`src/rtl/sha3_pad_loader_if.sv`:
```
// Bus-side bundle for sha3_pad_loader: the inbound 32-bit message stream
// and the outbound word-addressed RAM write port.
interface sha3_pad_loader_if #(
  parameter int ADDR_WIDTH = 32,
  parameter int DATA_WIDTH = 32
);
  // Stream handshake: a beat transfers on any rising clk edge where
  // s_valid & s_ready are both high; the source holds s_data/s_keep/s_last
  // stable while s_valid is high and s_ready is low.
  logic                    s_valid;
  logic                    s_ready;
  logic [DATA_WIDTH-1:0]   s_data;
  logic [DATA_WIDTH/8-1:0] s_keep;
  logic                    s_last;

  logic                    mem_en;
  logic                    mem_we;
  logic [DATA_WIDTH/8-1:0] mem_be;
  logic [ADDR_WIDTH-1:0]   mem_addr;
  logic [DATA_WIDTH-1:0]   mem_wdata;

  modport slave (
    input  s_valid, s_data, s_keep, s_last,
    output s_ready, mem_en, mem_we, mem_be, mem_addr, mem_wdata
  );

  modport master (
    output s_valid, s_data, s_keep, s_last,
    input  s_ready, mem_en, mem_we, mem_be, mem_addr, mem_wdata
  );
endinterface

```
`src/rtl/sha3_pad_loader.sv`:
```
// Loads a single-block message into the Keccak RAM as one padded SHA3 rate
// block (message, domain byte, zero fill, final 0x80), then starts the core.
module sha3_pad_loader #(
  parameter int                    ADDR_WIDTH = 32,
  parameter int                    DATA_WIDTH = 32,
  parameter int                    RATE_BYTES = 136,
  parameter logic [7:0]            DOMAIN_PAD = 8'h06,
  parameter logic [ADDR_WIDTH-1:0] BASE_ADDR  = '0
) (
  input  logic                    clk,
  input  logic                    rst_n,
  sha3_pad_loader_if.slave        bus,
  output logic                    accel_start,
  input  logic                    accel_done,
  output logic                    busy,
  output logic                    error,
  output logic [7:0]              msg_len
);
  localparam int W   = RATE_BYTES / 4;
  localparam int WCW = $clog2(W);
  localparam logic [WCW-1:0] LAST_W = WCW'(W - 1);

  typedef enum logic [2:0] {IDLE, LOAD, PAD, ZERO, START, WAIT_DONE, DRAIN} state_e;

  state_e          state_q;
  logic [WCW-1:0]  wcnt_q;
  logic [7:0]      msg_len_q;
  logic            error_q;
  logic            start_q;

  logic                  fire, at_last_w, keep_full, keep_ok, beat_err, wr;
  logic [2:0]            kcnt;
  logic [7:0]            base_len;
  logic [8:0]            new_len;
  logic [DATA_WIDTH-1:0] last_word, wdata;

  assign bus.s_ready = (state_q == LOAD) || (state_q == DRAIN);
  assign fire        = bus.s_valid && bus.s_ready;
  assign at_last_w   = (wcnt_q == LAST_W);
  assign keep_full   = (bus.s_keep == 4'hF);

  always_comb begin
    keep_ok = 1'b1;
    kcnt    = 3'd0;
    case (bus.s_keep)
      4'h0:    kcnt = 3'd0;
      4'h1:    kcnt = 3'd1;
      4'h3:    kcnt = 3'd2;
      4'h7:    kcnt = 3'd3;
      4'hF:    kcnt = 3'd4;
      default: keep_ok = 1'b0;
    endcase
  end

  // The first beat of a message always lands in word 0, which restarts the count.
  assign base_len = (wcnt_q == '0) ? 8'd0 : msg_len_q;
  assign new_len  = {1'b0, base_len} + {6'd0, kcnt};
  assign beat_err = !keep_ok
                 || (!bus.s_last && !keep_full)
                 || (new_len > 9'(RATE_BYTES - 1))
                 || (bus.s_last && keep_full && at_last_w);

  always_comb begin
    last_word = '0;
    for (int i = 0; i < 4; i++) begin
      if (3'(i) < kcnt)       last_word[8*i +: 8] = bus.s_data[8*i +: 8];
      else if (3'(i) == kcnt) last_word[8*i +: 8] = DOMAIN_PAD;
      else                    last_word[8*i +: 8] = 8'h00;
    end
    if (at_last_w) last_word[31:24] = last_word[31:24] | 8'h80;
  end

  always_comb begin
    wr    = 1'b0;
    wdata = '0;
    case (state_q)
      LOAD: begin
        wr    = fire && !beat_err;
        wdata = bus.s_last ? last_word : bus.s_data;
      end
      PAD: begin
        wr    = 1'b1;
        wdata = {24'h0, DOMAIN_PAD} | (at_last_w ? 32'h8000_0000 : 32'h0);
      end
      ZERO: begin
        wr    = 1'b1;
        wdata = at_last_w ? 32'h8000_0000 : 32'h0;
      end
      default: ;
    endcase
  end

  assign bus.mem_en    = wr;
  assign bus.mem_we    = wr;
  assign bus.mem_be    = wr ? 4'hF : 4'h0;
  assign bus.mem_addr  = wr ? BASE_ADDR + ADDR_WIDTH'(wcnt_q) : BASE_ADDR;
  assign bus.mem_wdata = wr ? wdata : '0;

  always_ff @(posedge clk or negedge rst_n) begin
    if (!rst_n) begin
      state_q   <= IDLE;
      wcnt_q    <= '0;
      msg_len_q <= 8'd0;
      error_q   <= 1'b0;
      start_q   <= 1'b0;
    end else begin
      start_q <= 1'b0;
      case (state_q)
        IDLE: if (!accel_done) begin
          state_q <= LOAD;
          wcnt_q  <= '0;
        end
        LOAD: if (fire) begin
          // Clean beats clear a stale flag; an erroring beat leaves LOAD.
          error_q <= beat_err;
          if (beat_err) begin
            state_q <= bus.s_last ? IDLE : DRAIN;
          end else begin
            msg_len_q <= new_len[7:0];
            if (!bus.s_last) begin
              wcnt_q <= wcnt_q + WCW'(1);
            end else if (keep_full) begin
              state_q <= PAD;
              wcnt_q  <= wcnt_q + WCW'(1);
            end else if (at_last_w) begin
              state_q <= START;
              start_q <= 1'b1;
            end else begin
              state_q <= ZERO;
              wcnt_q  <= wcnt_q + WCW'(1);
            end
          end
        end
        PAD, ZERO: begin
          if (at_last_w) begin
            state_q <= START;
            start_q <= 1'b1;
          end else begin
            state_q <= ZERO;
            wcnt_q  <= wcnt_q + WCW'(1);
          end
        end
        START:     state_q <= WAIT_DONE;
        WAIT_DONE: if (accel_done) state_q <= IDLE;
        DRAIN:     if (fire && bus.s_last) state_q <= IDLE;
        default:   state_q <= IDLE;
      endcase
    end
  end

  assign accel_start = start_q;
  assign busy        = (state_q != IDLE);
  assign error       = error_q;
  assign msg_len     = msg_len_q;
endmodule

```
`src/flat_wrapper.sv`:
```
// flat-port wrapper written by rule: the top's interface ports become plain ports
module sha3_pad_loader_flat 
#(
  parameter int                    ADDR_WIDTH = 32,
  parameter int                    DATA_WIDTH = 32,
  parameter int                    RATE_BYTES = 136,
  parameter logic [7:0]            DOMAIN_PAD = 8'h06,
  parameter logic [ADDR_WIDTH-1:0] BASE_ADDR  = '0
)
  (clk, rst_n, accel_start, accel_done, busy, error, msg_len, bus_s_valid, bus_s_data, bus_s_keep, bus_s_last, bus_s_ready, bus_mem_en, bus_mem_we, bus_mem_be, bus_mem_addr, bus_mem_wdata);
  sha3_pad_loader_if #(.ADDR_WIDTH(ADDR_WIDTH), .DATA_WIDTH(DATA_WIDTH)) bus_i ();
  input  logic clk;
  input  logic rst_n;
  output logic accel_start;
  input  logic accel_done;
  output logic busy;
  output logic error;
  output logic [7:0] msg_len;
  input wire logic [$bits(bus_i.s_valid)-1:0] bus_s_valid;
  input wire logic [$bits(bus_i.s_data)-1:0] bus_s_data;
  input wire logic [$bits(bus_i.s_keep)-1:0] bus_s_keep;
  input wire logic [$bits(bus_i.s_last)-1:0] bus_s_last;
  output wire logic [$bits(bus_i.s_ready)-1:0] bus_s_ready;
  output wire logic [$bits(bus_i.mem_en)-1:0] bus_mem_en;
  output wire logic [$bits(bus_i.mem_we)-1:0] bus_mem_we;
  output wire logic [$bits(bus_i.mem_be)-1:0] bus_mem_be;
  output wire logic [$bits(bus_i.mem_addr)-1:0] bus_mem_addr;
  output wire logic [$bits(bus_i.mem_wdata)-1:0] bus_mem_wdata;
  assign bus_i.s_valid = bus_s_valid;
  assign bus_i.s_data = bus_s_data;
  assign bus_i.s_keep = bus_s_keep;
  assign bus_i.s_last = bus_s_last;
  assign bus_s_ready = bus_i.s_ready;
  assign bus_mem_en = bus_i.mem_en;
  assign bus_mem_we = bus_i.mem_we;
  assign bus_mem_be = bus_i.mem_be;
  assign bus_mem_addr = bus_i.mem_addr;
  assign bus_mem_wdata = bus_i.mem_wdata;
  sha3_pad_loader #(.ADDR_WIDTH(ADDR_WIDTH), .DATA_WIDTH(DATA_WIDTH), .RATE_BYTES(RATE_BYTES), .DOMAIN_PAD(DOMAIN_PAD), .BASE_ADDR(BASE_ADDR)) u_core (.clk(clk), .rst_n(rst_n), .bus(bus_i), .accel_start(accel_start), .accel_done(accel_done), .busy(busy), .error(error), .msg_len(msg_len));
endmodule
```
`config.mk`:
```
export PLATFORM = sky130hd
export DESIGN_NAME = sha3_pad_loader_flat
export DESIGN_NICKNAME = d
export VERILOG_FILES = /design/src/rtl/sha3_pad_loader_if.sv /design/src/rtl/sha3_pad_loader.sv /design/src/flat_wrapper.sv
export SDC_FILE = /design/constraint.sdc
export NUM_CORES = 1
export LEC_CHECK = 0
export CELL_PAD_IN_SITES_DETAIL_PLACEMENT = 0
export CELL_PAD_IN_SITES_GLOBAL_PLACEMENT = 1
export CORE_ASPECT_RATIO = 1.1
export CORE_UTILIZATION = 27
export CTS_CLUSTER_DIAMETER = 30
export DETAILED_ROUTE_END_ITERATION = 16
export HOLD_SLACK_MARGIN = 0.02
export PLACE_DENSITY_LB_ADDON = 0.1
export SYNTH_ARGS = -nofsm -noshare
export SYNTH_HDL_FRONTEND = slang
export SYNTH_SLANG_ARGS = --single-unit
```
`constraint.sdc`:
```
create_clock -name clk -period 4.8 [get_ports clk]
set_input_delay 0.48 -clock clk [delete_from_list [all_inputs] [get_ports clk]]
set_output_delay 0.48 -clock clk [all_outputs]
set_load 0.1 [all_outputs]
```
==> results.yml <==
run_status:
  status: "finished clean"
pwr:
  power_leakage_nw: 1.61
  ir_worst_vdd_uv: 319
  clockPowerShare_pct: 7.1
  power_density_nw_per_um2: 460
  power.share.sequential_pct: 15.7
  p_sw_w: 0.00105
  combPwrFrac_pct: 77.2
  switching_share_pct: 61.4
  p_int_w: 0.000659
logic_synthesis:
  ys_warn_count: 0
  ys_types: 61
  synth_area_leader_cell: "dfrtp_1"
  syn_area_per_cell_sq_um: 7.62
  synth.area.top_cells: "dfrtp_1 21%, buf_4 10%, and3_1 6.1%, nand2_1 4.0%, a21oi_1 3.4%"
  synth_area_sq_um: 2240
  synth_top_area_share_pct: 21.2
  ys_ff_latch: 19
  syn_inst: 294
  seq_area_frac_synth_pct: 21.2
  synthArstFlopShare_pct: 100
  synth_edf_count: 0
  synthFlopType: "dfrtp_1"
sta:
  fin_ws_ns: 0.351
  tightest_slew_ns: 1.01
  tns_ns: 0
  period_share_pct: 92.7
  setup_violations: 0
  fmax_mhz: 225
  skew_ns: 0.00256
  maxSlewViolCount: 0
  slew_headroom_pct: 32.2
  finalHoldViolCount: 0
  rsz0062_at_grt: "false"
  period_needed_ns: 4.45
run:
  drv_cap: 0
layout:
  seq_area_sq_um: 475
  nets: 431
  area_delta_synth_final_pct: 65.7
  num-fill-cells: 837
  layout_common_cells: "52 x clkdlybuf4s50_1, 44 x buf_12, 26 x conb_1"
  final_layout_size_suffix_gt1_share_pct: 19.9
  final_common_cell: "clkdlybuf4s50_1"
  diodes: 0
  multi_input_area_sq_um: 1520
global_routing:
  antenna_found_initial: 0
  met2_usage_pct: 33.0
  grt-busiest-layer: "met2"
  met3_usage_pct: 3.14
  grt_max_degree: 20
  grt_first_pass_wirelength_mm: 12.2
  track_usage_pct: 18.1
  grt.overflow.total: 0
  grt_pass1_vias: 2306
  met1_usage_pct: 21.7
detailed_routing:
  post-route-drc-count: 0
  initialDrtViolationCount: 68
  vias: 2432
  wl_mm: 7.66
  first_pass_iters: 4
  viasPerCell: 4.96
  post_drt_wl_per_cell_um: 15.6
  drtAntennaViolNets: 0
critical_path:
  critPathMaxStageDelay_ns: 0.50
  path_cells: "clkdlybuf4s50_1, nor2b_1, nor4b_2, ha_1, inv_1, fa_1, nor2b_4, nor3_1, a32o_1, a31o_4, nor4_4, nand2_1, buf_4, nand2_1, buf_4, buf_12"
  cp_data_arrival_time_ns: 3.97
  cp_max_fo: 7
  required_ns: 4.32
  critPathLaunchType: "input pin"
  critical-path-slowest-cell: "clkdlybuf4s50_1"
  worstSetupEndpointType: "primary output"
  path_class: "input pin to primary output"
worst_hold_path:
  hp-class: "register to register"
place:
  place_worst_setup_slack_ns: 0.209
  gp_congestion: 0.769
  hpwlAfterDp_mm: 6.19
  portBuffers: 96
floorplan:
  ios: 123
  die_h_um: 97.6
  std_cell_rows: 34
  die_width_um: 88.9
  dieArea_sq_um: 8670
  core_area_sq_um: 8000
  start_util_pct: 28.0
clocking:
  clock_sinks: 19
  clockBufferDepth: 2
  cts_tree: "built"
  htreeDepth: 1
  clk_latency_ns: 0.26
  numCtsBuffers: 3
  cts-root-buf: "clkbuf_8"
  path_clk_slew_ns: 0.08
-- metrics by stage --
stage          area [sq um]  instances  utilization [%]  hold WS (ns)  power [W]
2_1_floorplan          2350        319                -         0.184    0.00123
3_3_place_gp           3640        485             45.5         0.481    0.00159
3_5_place_dp           3640        485             45.5         0.506    0.00159
4_1_cts                3690        489             46.1         0.524    0.00171
5_1_grt                3710        490             46.4         0.545    0.00179
6_report               3710        490             46.4         0.517    0.00171
-- registers in the layout, indices dropped and copies added, names as in the netlist --
| register | cells |
|---|---|
| u_core.accel_start | 1 |
| u_core.error | 1 |
| u_core.msg_len | 8 |
| u_core.state_q | 3 |
| u_core.wcnt_q | 6 |
-- cell type report --
cell class                 count  area share [%]
tap                          108            3.64
multi-input combinational    238            41.1
sequential                    19            12.8
inverter                      15            1.52
clock buffer                   4            1.21
timing repair buffer         106            39.8
-- power by group through the flow --
stage	Combinational (W)	Sequential, W	Clock [W]
2_1_floorplan	0.000899	0.000333	0
3_5_place_dp	0.00132	0.000270	0
4_1_cts	0.00132	0.000266	0.000126
5_1_grt	0.00138	0.000278	0.000132
6_report	0.00132	0.000269	0.000121
3_3_place_gp	0.00132	0.000273	0
-- Yosys cell counts (all sizes together), types with 5 or more instances --
cell    instances
nand4           5
nand3          13
o31ai           8
dfrtp          19
o21ai          21
ha              6
inv            15
and3           22
a21boi          6
nor2           20
clkbuf          7
buf            40
a31oi           7
and2            8
a21oi          15
nor3            6
nand2          24
-- logic make-up (layout without fill, tap and decap cells) --
kind of cell,after synthesis,in the layout,share of synthesized area (%)
AND/OR/NAND/NOR,114,114,28.1
AO/OA/AOI/OAI,88,88,28.6
buffers and inverters,62,125,16.3
flip-flops,19,19,21.2
adder cells (fa/ha/maj),7,7,4.24
multiplexers,2,2,0.949
other,1,26,0.167
XOR/XNOR,1,1,0.391
-- per-layer routing --
metal | part of all wire [%] | wire length [um]
met1 | 41 | 3170
met2 | 55 | 4180
met3 | 3.1 | 237
met4 | 0.84 | 64
met5 | 0 | 0
-- what timing repair did --
item | CTS | global route
resized for setup | 0 | 3
setup buffers | 0 | 1
setup endpoints to repair | 0 | 30
hold buffers | 0 | 0
-- critical path, delay by kind of cell --
kind / cells / cell delay (ns)
AO/OA/AOI/OAI: 2 / 0.59
adder cells (fa/ha/maj): 2 / 0.64
buffers and inverters: 5 / 1.17
AND/OR/NAND/NOR: 7 / 1.08
-- worst paths after layout --
check	start	endpoint	slack, ns	cells past startpoint
worst min register to register	u_core.error	u_core.error	0.52	2
worst max-delay path	bus_s_keep[2]	bus_mem_we	0.35	16
worst min-delay path	u_core.error	u_core.error	0.52	2
worst max register to register	u_core.wcnt_q[2]	u_core.wcnt_q[1]	1.15	13
max in group asynchronous	rst_n	u_core.wcnt_q[3]	3.44	1
min in group asynchronous	rst_n	u_core.msg_len[1]	0.76	1
Power figures use the tool's default switching activity.
